<file path="config.mk">
export PLATFORM = sky130hd
export DESIGN_NAME = uart_tx_mmio
export DESIGN_NICKNAME = d
export VERILOG_FILES = /design/src/rtl/uart_tx_mmio.sv
export SDC_FILE = /design/constraint.sdc
export NUM_CORES = 1
export LEC_CHECK = 0
export BUFFER_PORTS_ARGS = -buffer_cell sky130_fd_sc_hd__buf_2
export CAP_MARGIN = 25
export CELL_PAD_IN_SITES_DETAIL_PLACEMENT = 0
export CELL_PAD_IN_SITES_GLOBAL_PLACEMENT = 1
export CORE_MARGIN = 1.5
export CORE_UTILIZATION = 25
export CTS_BUF_LIST = sky130_fd_sc_hd__clkbuf_16
export DETAILED_ROUTE_END_ITERATION = 8
export PLACE_DENSITY = 0.54
export SKIP_CTS_REPAIR_TIMING = 1
export SYNTH_ARGS = -nofsm -noshare
export SYNTH_HDL_FRONTEND = slang
export SYNTH_SLANG_ARGS = --single-unit
</file>
<file path="constraint.sdc">
create_clock -name clk24 -period 2.9 [get_ports clk24]
set_clock_uncertainty 0.15 [all_clocks]
set_input_delay 0.435 -clock clk24 [delete_from_list [all_inputs] [get_ports clk24]]
set_output_delay 0.435 -clock clk24 [all_outputs]
set_load 0.02 [all_outputs]
</file>
<file path="src/rtl/uart_tx_mmio.sv">
// uart_tx_mmio: memory-mapped UART transmitter (8N1) fed by a byte FIFO
// Ports: clk24 clock, rst async active-high reset; memory_address / memory_write_value /
// memory_write_sections bus write side; read_value / read_hit registered read port; tx serial line.
module uart_tx_mmio #(
  parameter logic [31:0] BASE_ADDRESS = 32'h80000010,
  parameter int CLKS_PER_BIT = 208,
  parameter int FIFO_DEPTH = 8
) (
  input  logic        clk24,
  input  logic        rst,
  input  logic [31:0] memory_address,
  input  logic [31:0] memory_write_value,
  input  logic [2:0]  memory_write_sections,
  output logic [31:0] read_value,
  output logic        read_hit,
  output logic        tx
);
  localparam int AW = $clog2(FIFO_DEPTH);
  localparam int BW = $clog2(CLKS_PER_BIT);
  localparam logic [31:0] STATUS_ADDRESS = BASE_ADDRESS + 32'd4;
  localparam logic [BW-1:0] BAUD_LAST = BW'(CLKS_PER_BIT - 1);
  localparam logic [AW:0] DEPTH = (AW+1)'(FIFO_DEPTH);
  typedef enum logic [1:0] {IDLE, START, DATA, STOP} state_t;
  state_t r_state, w_state_nxt;
  logic [7:0] r_fifo [FIFO_DEPTH];
  logic [AW:0] r_wr_ptr, r_rd_ptr, w_count;
  logic [BW-1:0] r_baud, w_baud_nxt;
  logic [2:0] r_bit, w_bit_nxt;
  logic [7:0] r_shift, w_shift_nxt;
  logic [31:0] r_read_value, w_status;
  logic [3:0] w_cnt4;
  logic r_read_hit, r_ovf, r_tx, w_tx_nxt, w_pop, w_push, w_full, w_empty;
  logic w_data_sel, w_stat_sel, w_data_wr, w_clr, w_baud_end, w_unused;
  assign w_unused = &{1'b0, memory_address[1:0], memory_write_value[31:8], memory_write_sections[2:1]};
  assign w_data_sel = memory_address[31:2] == BASE_ADDRESS[31:2];
  assign w_stat_sel = memory_address[31:2] == STATUS_ADDRESS[31:2];
  assign w_data_wr = w_data_sel & memory_write_sections[0];
  assign w_clr = w_stat_sel & memory_write_sections[0] & memory_write_value[2];
  // Pointer MSB separates full from empty; fullness is taken before any same-cycle pop.
  assign w_count = r_wr_ptr - r_rd_ptr;
  assign w_empty = r_wr_ptr == r_rd_ptr;
  assign w_full = w_count == DEPTH;
  assign w_push = w_data_wr & ~w_full;
  assign w_cnt4 = (32'(w_count) > 32'd15) ? 4'hF : 4'(w_count);
  assign w_status = {24'h0, w_cnt4, w_empty, r_ovf, r_state != IDLE, w_full};
  assign w_baud_end = r_baud == BAUD_LAST;
  always_comb begin
    w_state_nxt = r_state;
    w_baud_nxt = (r_state == IDLE || w_baud_end) ? '0 : r_baud + 1'b1;
    w_bit_nxt = r_bit;
    w_shift_nxt = r_shift;
    w_pop = 1'b0;
    case (r_state)
      IDLE: if (!w_empty) begin
        w_pop = 1'b1;
        w_shift_nxt = r_fifo[r_rd_ptr[AW-1:0]];
        w_bit_nxt = '0;
        w_state_nxt = START;
      end
      START: if (w_baud_end) w_state_nxt = DATA;
      DATA: if (w_baud_end) begin
        w_shift_nxt = r_shift >> 1;
        w_bit_nxt = r_bit + 1'b1;
        w_state_nxt = (r_bit == 3'd7) ? STOP : DATA;
      end
      STOP: if (w_baud_end) w_state_nxt = IDLE;
      default: w_state_nxt = IDLE;
    endcase
    // tx is registered from the next-state view so the line lines up with the state it belongs to.
    w_tx_nxt = (w_state_nxt == START) ? 1'b0 : (w_state_nxt == DATA) ? w_shift_nxt[0] : 1'b1;
  end
  always_ff @(posedge clk24 or posedge rst)
    if (rst) begin
      r_state <= IDLE;
      r_baud <= '0;
      r_bit <= '0;
      r_shift <= '0;
      r_tx <= 1'b1;
      r_wr_ptr <= '0;
      r_rd_ptr <= '0;
      r_ovf <= 1'b0;
      r_read_value <= '0;
      r_read_hit <= 1'b0;
    end else begin
      r_state <= w_state_nxt;
      r_baud <= w_baud_nxt;
      r_bit <= w_bit_nxt;
      r_shift <= w_shift_nxt;
      r_tx <= w_tx_nxt;
      r_wr_ptr <= r_wr_ptr + (AW+1)'(w_push);
      r_rd_ptr <= r_rd_ptr + (AW+1)'(w_pop);
      r_ovf <= (w_data_wr & w_full) ? 1'b1 : w_clr ? 1'b0 : r_ovf;
      r_read_value <= w_stat_sel ? w_status : '0;
      r_read_hit <= w_data_sel | w_stat_sel;
    end
  always_ff @(posedge clk24)
    if (w_push) r_fifo[r_wr_ptr[AW-1:0]] <= memory_write_value[7:0];
  assign read_value = r_read_value;
  assign read_hit = r_read_hit;
  assign tx = r_tx;
endmodule

</file>
==> impl_metrics.ini, run 1 <==
[outcome]
outcome = finished with violations
violations = design-rule violations

[synth]
netlist_area_um2 = 4650
synthArstFlopShare_pct = 38.5
syn_area_per_cell_um2 = 15.1
synth_top_area_share_pct = 41.4
synth_cell_type_count = 58
syn_inst = 307
synth_most_common_cell = edfxtp_1
netlist_top_cells_area = edfxtp_1 41%, dfrtp_1 21%, mux4_2 7.3%
yosysWarningCount = 0
ys_ff_latch = 104
ys.flop_type = edfxtp_1
synth_area_leader_cell = edfxtp_1
synth_enable_flop_cells = 64
ys_top_cells_by_count = 64 x edfxtp_1, 39 x dfrtp_1, 25 x buf_4
ys_seq_area_share_pct = 62.9

[clocking]
cts_buffers = 9
cts_sinks = 104
htree_num_levels = 3
clk_pin_slew_worst_paths_ps = 70
cts_tree = done
clk_latency_ps = 350
clk_path_buf_depth = 2
root_buffer = clkbuf_16

[sta]
max_slew_margin_pct = 63.7
hold_slack_ps = 46.3
max_freq_mhz = 371
fin_crit_sh_pct = 92.9
setup_violations = 0
worst_pin_slew_ps = 544
fin_crit_ps = 2690
drv_slew = 0
hold_viol_final = 0

[finish]
multiInputGateArea_um2 = 1550
ff_latch_area_um2 = 2930
syn_to_final_growth_pct = 17.7
nNetsFinal = 456
drive_gt1_share_pct = 32.8
fin_util_pct = 30.3
antenna_cells = 0
nFillCells = 1781

[drt]
remaining_drc_errors = 7
vias_per_cell = 4.24
first_pass_iters = 6
ant_nets = 0
vias = 2584
drtIter0Drc = 129
wire_per_inst_um = 14.0
wl_um = 8570

[global_routing]
antenna_found_initial = 0
grt.overflow.total = 0
grt_usage_pct = 9.48
grt_pass1_wl_um = 13900
first_global_vias = 2595
grt_max_degree = 41

[critical_path]
crit_arrival_ps = 2590
worstSetupPathType = register to register
cp.required_ps = 2800
cp_top_family = buffers and inverters
cp_max_fo = 8
cp-end-kind = register
startpoint_type = register
crit_path_max_incr_delay_ps = 400
critPathSlowestCell = fa_1
path_buf_inv = 5
crit_chain = inv_1, ha_1, inv_1, fa_1, xnor2_2, and3_4, inv_2, o311ai_4, buf_4, nor4b_2, buf_4

[floorplanning]
die-area_um2 = 19400
die_h_um = 139
initial_core_util_pct = 25.7
coreArea_um2 = 18100
die_x_um = 139
io_pins = 103
rows = 49

[power]
p_leak_nw = 2.19
ir_drop_v = 0.000346
power.density_nw_per_um2 = 546

[place]
io_buffers = 50
gp_congestion = 0.704
hpwl_um = 5860

[flow_run]
cap_violations = 0

[min_path]
min_path_type = primary input to asynchronous set/reset pin
[worst register-to-register path: stages (launching register included)]
cell      delay [ps]
dfrtp_1          380
inv_1             90
ha_1             170
inv_1             50
fa_1             400
xnor2_2          160
and3_4           190
inv_2             70
o311ai_4          90
buf_4            190
nor4b_2          210
buf_4            240
[cell families after synthesis]
family / share of synthesized area [%]
xor gates and xnor gates: 2.61
muxes: 9.02
and+or+nand+nor: 11.0
AOI/OAI and AO/OA: 5.17
other: 0.0807
buffers and inverters: 6.06
DFF: 62.9
adders and majority gates: 3.12
[through the flow]
step           instances  TNS (ps)  setup slack, ps  power, mW  instance area [um2]
2_1_floorplan        330     -3490             -201       1.81                 4730
3_3_place_gp         594         0              153       1.85                 5160
3_5_place_dp         594         0              157       1.86                 5160
4_1_cts              610         0              131       3.04                 5450
5_1_grt              610     -67.7            -14.7       3.12                 5470
6_report             610         0              207       2.99                 5470
[registers in the layout, summed over array words and instances, names as in the netlist, 2 cells and up]
register,count
r_fifo,64
r_baud,8
r_shift,8
read_value,8
r_rd_ptr,4
r_wr_ptr,4
r_bit,3
r_state,2
[final timing paths]
kind | slack, ps | startpoint | cells after the start | end
max | 210 | r_wr_ptr[0] | 11 | r_fifo[2][0]
min | 50 | rst | 3 | read_value[2]
max reg2reg | 210 | r_wr_ptr[0] | 11 | r_fifo[2][0]
min reg2reg | 320 | r_baud[0] | 1 | r_baud[0]
max in group asynchronous | 2170 | rst | 3 | r_wr_ptr[1]
min in group clk24 | 190 | memory_address[2] | 2 | r_ovf
[placed cells by master (no fill, tap or decap), drive strengths merged, types with 3 or more instances in the layout]
cell type and count:
nor3 9, conb 24, and3 4, nor2b 4, buf 67, edfxtp 64, dfrtp 39, nand3 6
a21oi 3, nand2 9, nor4b 5, o21ai 13, clkbuf 9, mux2i 7, xnor2 8, xor2 5
mux4 15, inv 18, nor2 21, ha 10, nor4 8, a22oi 6
[routing by layer]
metal  vias up  track usage (%)  wire (um)
li1       1247                -          -
met1      1277             11.4       3790
met2        47             16.0       4310
met3        13             2.27        290
met4         0             4.54        177
met5         -                0          0
[where the power goes]
group          switching [mW]  leakage [nW]  internal (mW)
sequential             0.0220          1.13           1.62
clock                   0.567         0.146          0.601
combinational           0.108         0.912         0.0736
total                   0.697          2.19           2.29
[layout make-up]
class | count | area share [%]
multi-input cells | 181 | 28.3
flip-flops and latches | 104 | 53.5
well taps | 229 | 5.24
clock inverters | 7 | 1.12
inverters | 13 | 0.892
clock buffers | 9 | 4.12
repair buffers | 67 | 6.91
Note: power is estimated with default switching activity, not from simulation.
==> run 2, diff against run 1 <==
--- a/config.mk
+++ b/config.mk
@@ -8,12 +8,12 @@
 export BUFFER_PORTS_ARGS = -buffer_cell sky130_fd_sc_hd__buf_2
 export CAP_MARGIN = 25
 export CELL_PAD_IN_SITES_DETAIL_PLACEMENT = 0
-export CELL_PAD_IN_SITES_GLOBAL_PLACEMENT = 1
-export CORE_MARGIN = 1.5
+export CELL_PAD_IN_SITES_GLOBAL_PLACEMENT = 2
+export CORE_MARGIN = 2
 export CORE_UTILIZATION = 25
 export CTS_BUF_LIST = sky130_fd_sc_hd__clkbuf_16
 export DETAILED_ROUTE_END_ITERATION = 8
-export PLACE_DENSITY = 0.54
+export PLACE_DENSITY = 0.61
 export SKIP_CTS_REPAIR_TIMING = 1
 export SYNTH_ARGS = -nofsm -noshare
 export SYNTH_HDL_FRONTEND = slang
==> impl_metrics.ini, run 2 (synthesized netlist as in run 1, its figures left out) <==
[drt]
remaining_drc_errors = 0
drtIter0Drc = 130
wl_um = 8750
vias_per_cell = 4.29
ant_nets = 0
wire_per_inst_um = 14.3
first_pass_iters = 4
vias = 2630

[finish]
antenna_cells = 0
nNetsFinal = 459
layout_commonest_cell = edfxtp_1
layout.cells.non_filler = 613
drive_gt1_share_pct = 32.6
largest_reg_flops = 64
syn_to_final_growth_pct = 18.4
fin_util_pct = 30.4
final_cell_mix = 64 x edfxtp_1, 50 x buf_2, 39 x dfrtp_1

[critical_path]
r2r_end = r_fifo[3][7]
cp_max_fo = 8
worstRegToRegCells = 11
worstSetupPathType = register to register
rrSetupSlack_ps = 170
crit_arrival_ps = 2650
r2r-start = r_wr_ptr[0]
cp.required_ps = 2820
cp-end-kind = register
startpoint_type = register

[power]
p_switching_uw = 702
swShare_pct = 23.4
power.density_nw_per_um2 = 544
ir_drop_v = 0.000362
comb_power_share_pct = 5.9
seq_power_share_pct = 54.8
p_leak_nw = 2.20
clkPwrFrac_pct = 39.3
p_int_mw = 2.29

[global_routing]
grt.overflow.total = 0
first_global_vias = 2663
grt_usage_pct = 9.49
antenna_found_initial = 0
grt_max_degree = 41
grt_pass1_wl_um = 14300

[clocking]
clk_path_buf_depth = 2
htree_num_levels = 3
cts_buffers = 9
clk_latency_ps = 350
cts_sinks = 104
root_buffer = clkbuf_16
clk_pin_slew_worst_paths_ps = 70
cts_tree = done

[flow_run]
cap_violations = 0

[floorplanning]
rows = 49
io_pins = 103
initial_core_util_pct = 25.7
die-area_um2 = 19700
coreArea_um2 = 18100
die_x_um = 140
die_h_um = 140

[sta]
fin_crit_sh_pct = 94.0
drv_slew = 0
worst_pin_slew_ps = 615
fin_crit_ps = 2730
max_freq_mhz = 367
setup_tns_ps = 0
setup_violations = 0
hold_viol_final = 0
grt_setup_unrepaired = no
max_slew_margin_pct = 59.0

[place]
gp_congestion = 0.713
dp_cells = 597
hpwl_um = 6050
io_buffers = 50

[min_path]
min_path_type = primary input to asynchronous set/reset pin

[outcome]
outcome = complete, no violations
run 2: cell types whose count changed in the layout (fill, tap and decap cells not counted), sizes merged:
cell and delta:
inv -1, buf +3, clkinv +1
run 2: metrics by stage:
step                hold WS (ps)  total power [mW]  area, um2  setup WS, ps
global placement             296              1.85       5190          80.6
finish                      42.6              2.99       5500           174
floorplan                    283              1.81       4730          -201
global route                 118              3.12       5500          33.6
CTS                         64.7              3.05       5480          67.6
detailed placement           308              1.85       5190          89.3
run 2: cell type report:
type                       instances  area (um2)
fill                            1788       12600
sequential                       104        2920
multi-input combinational        181        1550
timing repair buffer              70         400
tap                              229         287
clock buffer                       9         225
clock inverter                     7        65.1
inverter                          13        48.8
run 2: worst max-delay path, cell delays in order, from the launching register on:
cell and delay (ps):
dfrtp_1 390, inv_2 80, ha_1 160, inv_1 50, fa_1 370, xnor2_1 150
and3_1 210, inv_1 110, o311ai_4 110, buf_4 200, nor4b_4 260, buf_4 210
run 2: worst max-delay path by stage:
stage | from | end | slack (ps)
6_report | r_wr_ptr[0] | r_fifo[3][7] | 170
3_3_place_gp | r_wr_ptr[0] | r_fifo[3][6] | 80
4_1_cts | r_wr_ptr[0] | r_fifo[3][0] | 70
2_1_floorplan | r_wr_ptr[0] | r_fifo[0][0] | -200
5_1_grt | r_wr_ptr[0] | r_fifo[4][0] | 30
3_5_place_dp | r_wr_ptr[0] | r_fifo[3][6] | 90
run 2: power by group through the flow:
stage	Clock [mW]	Combinational (mW)	Sequential [mW]
after floorplan	0	0.148	1.67
after global placement	0	0.178	1.67
after detailed placement	0	0.182	1.67
after CTS	1.22	0.183	1.64
after global routing	1.27	0.201	1.65
final	1.18	0.178	1.64
run 2: routing by layer:
| metal | track usage, % | vias up | share of wire (%) |
|---|---|---|---|
| li1 | - | 1246 | - |
| met1 | 11.5 | 1323 | 43 |
| met2 | 16.4 | 51 | 53 |
| met3 | 2.46 | 10 | 3.3 |
| met4 | 3.30 | 0 | 1.5 |
| met5 | 0 | - | 0 |
